### src/rtl/ra_builder.sv
// Region Array builder: one control word plus object-list pointers per tile, written row-major into VRAM.
// First word is presented 2 cycles after start; vram_wait holds the presented word, otherwise writes run back-to-back.
module ra_builder (
   input  logic        clock,
   input  logic        reset_n,
   input  logic        start,
   input  logic [31:0] REGION_BASE,
   input  logic [31:0] OL_BASE,
   input  logic [31:0] FPU_PARAM_CFG,
   input  logic [31:0] TA_ALLOC_CTRL,
   input  logic [5:0]  tiles_x_m1,
   input  logic [5:0]  tiles_y_m1,
   input  logic        zclear,
   input  logic        flush,
   input  logic        vram_wait,
   output logic        ra_vram_wr,
   output logic [23:0] ra_vram_addr,
   output logic [31:0] ra_vram_dout,
   output logic        busy,
   output logic        done
);

   typedef enum logic [1:0] {IDLE, SETUP, WRITE, DONE} state_t;

   // opb index order matches the entry word order: o, om, t, tm, pt
   typedef struct packed {
      logic [23:0]     region_base;
      logic [23:0]     ol_base;
      logic            v2;
      logic [4:0][1:0] opb;
      logic [5:0]      tx_m1;
      logic [5:0]      ty_m1;
      logic            zclear;
      logic            flush;
   } cfg_t;

   state_t           state_q, state_d;
   cfg_t             cfg_q, cfg_d;
   logic [5:0]       x_q, x_d, y_q, y_d;
   logic [2:0]       widx_q, widx_d;
   logic [23:0]      addr_q, addr_d;
   logic [4:0][23:0] ptr_q, ptr_d;

   logic [12:0]      ntiles;
   logic [4:0]       en;
   logic [4:0][23:0] alloc, base, step;
   logic [4:0][31:0] ptr_word;
   logic             last_word, last_tile;
   logic [31:0]      ctrl_word, word;

   logic unused_in;
   assign unused_in = ^{REGION_BASE[31:24], OL_BASE[31:24], FPU_PARAM_CFG[31:22],
                        FPU_PARAM_CFG[20:0], TA_ALLOC_CTRL[31:18], TA_ALLOC_CTRL[15:14],
                        TA_ALLOC_CTRL[11:10], TA_ALLOC_CTRL[7:6], TA_ALLOC_CTRL[3:2]};

   // List layout derived from the latched configuration; consumed in SETUP
   always_comb begin : layout_calc
      ntiles = (13'(cfg_q.tx_m1) + 13'd1) * (13'(cfg_q.ty_m1) + 13'd1);
      for (int k = 0; k < 4; k++) begin
         en[k] = (cfg_q.opb[k] != 2'd0);
      end
      en[4] = (cfg_q.opb[4] != 2'd0) & cfg_q.v2;
      for (int k = 0; k < 5; k++) begin
         step[k]  = 24'd16 << cfg_q.opb[k];
         alloc[k] = en[k] ? ({11'd0, ntiles} << (3'd4 + {1'b0, cfg_q.opb[k]})) : 24'd0;
      end
      base[0] = cfg_q.ol_base;
      base[1] = cfg_q.ol_base + alloc[0];
      base[2] = cfg_q.ol_base + alloc[0] + alloc[1];
      base[3] = cfg_q.ol_base + alloc[0] + alloc[1] + alloc[2];
      base[4] = cfg_q.ol_base + alloc[0] + alloc[1] + alloc[2] + alloc[3];
   end

   always_comb begin : word_sel
      for (int k = 0; k < 5; k++) begin
         ptr_word[k] = en[k] ? {8'h00, ptr_q[k]} : 32'h8000_0000;
      end
      last_tile = (x_q == cfg_q.tx_m1) && (y_q == cfg_q.ty_m1);
      last_word = (widx_q == (cfg_q.v2 ? 3'd5 : 3'd4));
      ctrl_word = {last_tile, cfg_q.zclear, 1'b0, cfg_q.flush, 14'd0, y_q, x_q, 2'b00};
      case (widx_q)
         3'd1:    word = ptr_word[0];
         3'd2:    word = ptr_word[1];
         3'd3:    word = ptr_word[2];
         3'd4:    word = ptr_word[3];
         3'd5:    word = ptr_word[4];
         default: word = ctrl_word;
      endcase
   end

   always_comb begin : next_state
      state_d = state_q;
      cfg_d   = cfg_q;
      x_d     = x_q;
      y_d     = y_q;
      widx_d  = widx_q;
      addr_d  = addr_q;
      ptr_d   = ptr_q;
      case (state_q)
         IDLE: begin
            if (start) begin
               cfg_d.region_base = REGION_BASE[23:0];
               cfg_d.ol_base     = OL_BASE[23:0];
               cfg_d.v2          = FPU_PARAM_CFG[21];
               cfg_d.opb[0]      = TA_ALLOC_CTRL[1:0];
               cfg_d.opb[1]      = TA_ALLOC_CTRL[5:4];
               cfg_d.opb[2]      = TA_ALLOC_CTRL[9:8];
               cfg_d.opb[3]      = TA_ALLOC_CTRL[13:12];
               cfg_d.opb[4]      = TA_ALLOC_CTRL[17:16];
               cfg_d.tx_m1       = tiles_x_m1;
               cfg_d.ty_m1       = tiles_y_m1;
               cfg_d.zclear      = zclear;
               cfg_d.flush       = flush;
               state_d           = SETUP;
            end
         end
         SETUP: begin
            ptr_d   = base;
            addr_d  = cfg_q.region_base;
            x_d     = 6'd0;
            y_d     = 6'd0;
            widx_d  = 3'd0;
            state_d = WRITE;
         end
         WRITE: begin
            if (!vram_wait) begin
               addr_d = addr_q + 24'd4;
               if (last_word) begin
                  widx_d = 3'd0;
                  for (int k = 0; k < 5; k++) begin
                     if (en[k]) ptr_d[k] = ptr_q[k] + step[k];
                  end
                  if (last_tile) begin
                     state_d = DONE;
                  end else if (x_q == cfg_q.tx_m1) begin
                     x_d = 6'd0;
                     y_d = y_q + 6'd1;
                  end else begin
                     x_d = x_q + 6'd1;
                  end
               end else begin
                  widx_d = widx_q + 3'd1;
               end
            end
         end
         DONE:    state_d = IDLE;
         default: state_d = IDLE;
      endcase
   end

   always_ff @(posedge clock or negedge reset_n) begin
      if (!reset_n) begin
         state_q <= IDLE;
         cfg_q   <= '0;
         x_q     <= '0;
         y_q     <= '0;
         widx_q  <= '0;
         addr_q  <= '0;
         ptr_q   <= '0;
      end else begin
         state_q <= state_d;
         cfg_q   <= cfg_d;
         x_q     <= x_d;
         y_q     <= y_d;
         widx_q  <= widx_d;
         addr_q  <= addr_d;
         ptr_q   <= ptr_d;
      end
   end

   // Outputs decode straight from flops so a reset clears them without waiting for a clock
   assign ra_vram_wr   = (state_q == WRITE);
   assign ra_vram_addr = ra_vram_wr ? addr_q : 24'd0;
   assign ra_vram_dout = ra_vram_wr ? word : 32'd0;
   assign busy         = (state_q == SETUP) || (state_q == WRITE);
   assign done         = (state_q == DONE);

endmodule

### config.mk
export PLATFORM = sky130hd
export DESIGN_NAME = ra_builder
export DESIGN_NICKNAME = d
export VERILOG_FILES = /design/src/rtl/ra_builder.sv
export SDC_FILE = /design/constraint.sdc
export NUM_CORES = 1
export LEC_CHECK = 0
export CAP_MARGIN = 5
export CORE_AREA = 2 2 267 269
export DETAILED_ROUTE_END_ITERATION = 12
export DIE_AREA = 0 0 269 271
export GPL_TIMING_DRIVEN = 1
export PLACE_DENSITY_LB_ADDON = 0.1
export SYNTH_ARGS = -nofsm -noshare
export SYNTH_HDL_FRONTEND = slang
export SYNTH_SLANG_ARGS = --single-unit
### constraint.sdc
create_clock -name clock -period 21.8 [get_ports clock]
set_input_delay 4.36 -clock clock [delete_from_list [all_inputs] [get_ports clock]]
set_output_delay 4.36 -clock clock [all_outputs]
set_load 0.02 [all_outputs]
# Yosys cells after proc, flatten, opt, wreduce, memory -nomap -nowiden
# Cells that the tools add are included.
dict set report word_totals {
  ff_bits 234
  output_inout_bits 59
}
dict set report op_classes {
  mux 41
  shifts 9
  mul 1
  n_bitwise 1
  reduce_logical 19
  eq_ne 22
  addsub 19
}
# cell count
set ops {}
lappend ops {{24-bit two-way mux} 11}
lappend ops {{120-bit two-way mux} 2}
lappend ops {{120-bit one-hot mux with 2 select lines} 1}
lappend ops {{24-bit adder} 9}
lappend ops {{32-bit two-way mux} 6}
lappend ops {{32-bit one-hot mux with 5 select lines} 1}
lappend ops {{5-bit by 2-bit left shift with 24-bit output (first input constant)} 5}
lappend ops {{13-bit by 3-bit left shift with 24-bit output} 4}
lappend ops {{6-bit two-way mux} 8}
lappend ops {{24-bit one-hot mux with 2 select lines} 1}
lappend ops {{4-bit AND reduction} 7}
lappend ops {{24-bit by 3-bit adder with 24-bit output (second input constant)} 1}
lappend ops {{6-bit one-hot mux with 2 select lines} 2}
lappend ops {{2-bit by 1-bit != test with 1-bit output (second input constant)} 8}
lappend ops {{6-bit by 1-bit adder with 7-bit output (second input constant)} 2}
lappend ops {{7-bit by 7-bit multiplier with 13-bit output} 1}
lappend ops {{3-bit by 2-bit adder with 3-bit output (first input constant)} 4}
lappend ops {{6-bit by 1-bit adder with 6-bit output (second input constant)} 2}
lappend ops {{6-bit equality test} 2}
lappend ops {{2-bit nonzero test} 6}
lappend ops {{2-bit two-way mux} 4}
lappend ops {{2-bit one-hot mux with 4 select lines} 1}
lappend ops {{3-bit by 2-bit equality test with 1-bit output (second input constant)} 2}
lappend ops {{3-bit equality test (second input constant)} 2}
lappend ops {{other kinds (15)} 20}

# Longest topological paths before layout
dict set report logic_depth {
  ltp_word 9
  mapped_depth 48
  mapped_depth_nobuf 48
}

# Worst setup path after synthesis
# OpenSTA, ideal clock, no wires.
dict set report synth_timing {
  kind {reg-to-reg}
  startpoint {register cfg_q[2] (netlist name)}
  endpoint {register ptr_q[118] (netlist name)}
  period_less_slack_ns 9.228
  setup_time_ns 0.126
  t_arrival_ns 9.102
  path_stages_with_launch 44
  slack_ns 12.572
  cell_sequence {dfrtp_1 -> ha_1 -> nand3_1 -> inv_1 -> nand3_1 -> or2_2 -> fa_1 -> fa_1 -> inv_1 -> fa_1 -> inv_1 -> fa_1 -> inv_1 -> ha_1 -> a21oi_1 -> xnor2_1 -> o21ai_0 -> nand2_1 -> (+8 left out) -> a21o_1 -> a21oi_1 -> a21boi_0 -> o21a_1 -> o21ai_0 -> nand2b_1 -> xor2_1 -> ha_1 -> and3_1 -> nand3_1 -> and3_1 -> xnor2_1 -> ha_1 -> a21o_1 -> a41oi_1 -> nor3_2 -> xnor2_1 -> a221o_1}
}
dict set report synth_via {
  elab_chain_len 9
  elab_cells_between_ends 15
  cone_classes {add/sub (5); mul (1); shift (4); mux (5)}
}
# item line
set synth_lines {}
lappend synth_lines {{start, declared} 38} ;# cfg_t cfg_q, cfg_d;
lappend synth_lines {{start signal, assigned} 162} ;# cfg_q <= cfg_d;
lappend synth_lines {{6-bit by 1-bit adder with 7-bit output *} 58} ;# ntiles = (13'(cfg_q.tx_m1) + 13'd1) * (13'(cfg_q.ty_m1) + 13'd1);
lappend synth_lines {{7-bit by 7-bit multiplier with 13-bit output *} 58}
lappend synth_lines {{13-bit by 3-bit left shift with 24-bit output} 65} ;# alloc[k] = en[k] ? ({11'd0, ntiles} << (3'd4 + {1'b0, cfg_q.opb[k]})) : 24'd0;
lappend synth_lines {{24-bit two-way mux} 65}
lappend synth_lines {{24-bit adder (3 in a row)} 71} ;# base[4] = cfg_q.ol_base + alloc[0] + alloc[1] + alloc[2] + alloc[3];
lappend synth_lines {{24-bit adder *} 71}
lappend synth_lines {{120-bit one-hot mux with 2 select lines *} 99} ;# case (state_q)
lappend synth_lines {{end signal, assigned} 167} ;# ptr_q <= ptr_d;
lappend synth_lines {{end, declared} 42} ;# logic [4:0][23:0] ptr_q, ptr_d;
# Mark *: on every way between the ends. The rest lies on a longest branch, timed or not.
# A chain may end at the register's enable or synchronous reset.

# Worst setup path in the final report
dict set report layout_timing {
  startpoint {register cfg_q[2] (netlist name)}
  endpoint {register ptr_q[119] (netlist name)}
}
# The elaborated chain is that of the path after synthesis.

==> flow_summary.yaml <==
worst_setup_path:
  regToRegEndpoint: "ptr_q[119]$_DFFE_PN0P_"
  crit_path_max_incr_delay_ns: 0.81
  crit_slowest_cell: "dfrtp_1"
  critPathMaxFanout: 16
  setup.worst_path.start: "cfg_q[2]$_DFFE_PN0P_"
  cp.required_ns: 22.30
  timing.critical_path.arrival_ns: 11.92
  timing.reg2reg.setup_slack_ns: 10.37
  crit_type: "reg -> reg"
  critPathMostFrequentCell: "ha_1"
  count_of_cells_along_the_worst_register_to_register_path: 46
  endpoint_kind: "flip-flop"
  worst_setup_path_endpoint: "ptr_q[119]$_DFFE_PN0P_"
  worstSetupStartpointType: "flip-flop"
  worst_r2r_startpoint: "cfg_q[2]$_DFFE_PN0P_"
sta:
  worst_slew_pin_slew_ns: 1.139
  max_slew_violation_count: 0
  fin_crit_ns: 11.43
  rsz0062_at_grt: "no"
  setup_viol_count_final: 0
  max_freq_ghz: 0.08752
  max_slew_margin: 0.2358
  worst_slack_ns: 10.37
  min_period_over_period: 0.5241
  finalHoldViolCount: 0
  final.setup_skew_ns: 0.02275
  tns_ns: 0
floorplanning:
  initial_utilization: 0.2683
  die_area_sq_mm: 0.07290
  die_height_um: 271
  std_cell_rows: 97
  floorplan.io_pins: 205
  dieWidth_um: 269
  core_sq_mm: 0.06979
clock_tree:
  tritoncts_clock_tree: "built"
  cts-root-to-sink-buffers: 3
  clkSlewWorstSetupHoldPaths_ns: 0.06
  clock_sinks: 218
  clock_tree_root_buffer_cell: "clkbuf_16"
  cts_inserted_buffers: 31
  post-cts-setup-buffer-count: 0
  cts_hold_buf: 0
  clock_tree.htree_level_count: 1
  cts-resized-gates: 0
  clock_insertion_delay_at_the_later_pin_of_the_skew_report_ns: 0.62
detailed_routing:
  drt_first_pass_iters: 6
  drt-initial-drc-count: 1611
  top_signal_layer_used: "met4"
  route.final.wire_length_um: 69740
  post_drt_wl_per_cell_um: 21.24
  ant_nets: 0
  via_count: 17170
  drt_drc_violations_left: 0
  drt-vias-per-instance: 5.228
  detail_route.wirelength.met1_um: 31820
  met3_wirelength_um: 3422
  dr_wl_met2_um: 32510
grt:
  antenna_found_initial: 1
  first_global_vias: 16750
  grt_overflow_total: 0
  grt_first_pass_wirelength_um: 105900
  gr-usage-all-layers: 0.1898
  grt_start_max_net_pins: 66
finish:
  n_fill_cell: 7376
  num-nets-final: 2638
  antenna_cells: 0
  final_common_cell: "nand2_1"
  drive_above_1_share: 0.08408
  highest_count_cells_in_the_layout_ignoring_fill_and_taps: "228 x nand2_1, 225 x o21ai_0, 218 x dfrtp_1"
  area_delta_synth_final_pct: 17.04
yosys:
  yosys.cell_types.count: 81
  synthesis.instances: 2250
  synth_area_sq_mm: 0.01872
  synth.yosys.seq_area_share: 0.2913
  synth_top_area_share: 0.2913
  synth.avg_cell_area_sq_um: 8.322
  synth-edff-count: 0
  netlist.top_cell.by_area: "dfrtp_1"
  yosys_register_bits: 218
  synthTopCellsByArea: "dfrtp_1 29%, ha_1 9.0%, o21ai_0 6.0%, mux2_2 4.9%, nand2_1 4.6%"
  synth_async_sr_flop_share: 1.000
  synth.yosys.warnings: 0
  ys_dominant_reg_cell: "dfrtp_1"
placed_design:
  half_perimeter_wire_length_after_placement_um: 52640
  routabilityCongestion: 0.8769
  numPortBuffers: 130
  post_placement_worst_setup_slack_ns: 10.33
hold_path:
  hold_path.class: "reg -> reg"
outcome:
  run_status: "finished, final reports clean"
run:
  max_cap_viol_count: 0
## cells by family (layout without fill, tap and decap cells)
kind of cell / count (synthesis) / count (layout) / synth area share
other: 1 / 9 / 0.0002003
xor gates and xnor gates: 113 / 113 / 0.05647
DFF: 218 / 218 / 0.2913
buffers and inverters: 242 / 327 / 0.04965
AOI/OAI and AO/OA: 696 / 696 / 0.2366
muxes: 108 / 108 / 0.06315
adders and majority gates: 167 / 167 / 0.1244
and+or+nand+nor: 705 / 705 / 0.1782
## per-stage QoR
step | std cells | hold WS (ns) | util | cell area, sq um
after detailed placement | 3232 | 0.4692 | 0.3007 | 20990
after global placement | 3232 | 0.4601 | 0.3007 | 20990
after global routing | 3283 | 0.5024 | 0.3140 | 21910
after floorplan | 2258 | 0.4427 | - | 18750
final | 3283 | 0.4793 | 0.3140 | 21910
after CTS | 3283 | 0.4837 | 0.3140 | 21910
## routing by layer
metal | track usage | vias to the layer above
met3 | 0.03076 | 85
met1 | 0.2565 | 8384
met4 | 0.05322 | 0
met2 | 0.3104 | 397
met5 | 0 | -
li1 | - | 8299
## synthesized netlist by cell type, types with 33 or more instances
| library cell | instances |
|---|---|
| xor2_1 | 33 |
| clkbuf_1 | 109 |
| ha_1 | 135 |
| a31oi_1 | 50 |
| a21oi_1 | 150 |
| o21ai_0 | 226 |
| mux2_2 | 81 |
| and3_1 | 41 |
| xnor2_1 | 74 |
| nand2_1 | 230 |
| nor2_1 | 167 |
| dfrtp_1 | 218 |
| nand3_1 | 72 |
| and2_1 | 33 |
| inv_1 | 119 |
## registers in the layout, summed over array words and instances, names as in the netlist
register / flops
state_q: 2
widx_q: 3
y_q: 6
x_q: 6
addr_q: 24
cfg_q: 49
ptr_q: 104
base: 24
## final cells by class
type | instances | area [sq um] | share of cell area
clock buffer | 45 | 878.3 | 0.04008
clock inverter | 6 | 50.05 | 0.002284
inverter | 120 | 450.4 | 0.02055
multi-input combinational | 1798 | 12400 | 0.5660
sequential | 218 | 5455 | 0.2489
tap | 940 | 1176 | 0.05367
timing repair buffer | 156 | 1501 | 0.06851
## worst max-delay path: cells and delay by family, from the launching register on
kind                     cells  cell delay, ns
AO/OA/AOI/OAI               13            2.41
XOR/XNOR                     5            1.21
flip-flops                   1            0.81
buffers and inverters        5            0.34
AND/OR/NAND/NOR             13            2.18
adder cells (fa/ha/maj)     10            4.29
## worst min path at each step
stage	start	to	slack [ns]	depth (start not counted)
after global placement	base[3]$_DFFE_PN0P_	ptr_q[3]$_DFFE_PN0P_	0.46	2
final	addr_q[23]$_DFFE_PN0P_	addr_q[23]$_DFFE_PN0P_	0.48	1
after floorplan	addr_q[23]$_DFFE_PN0P_	addr_q[23]$_DFFE_PN0P_	0.44	1
after CTS	cfg_q[50]$_DFFE_PN0P_	addr_q[1]$_DFFE_PN0P_	0.48	2
after global routing	base[3]$_DFFE_PN0P_	ptr_q[3]$_DFFE_PN0P_	0.50	2
after detailed placement	base[3]$_DFFE_PN0P_	ptr_q[3]$_DFFE_PN0P_	0.47	2
Power is left out: the tool's default activity adds up to more than one toggle a clock period on the data nets, which glitch-free logic cannot reach.
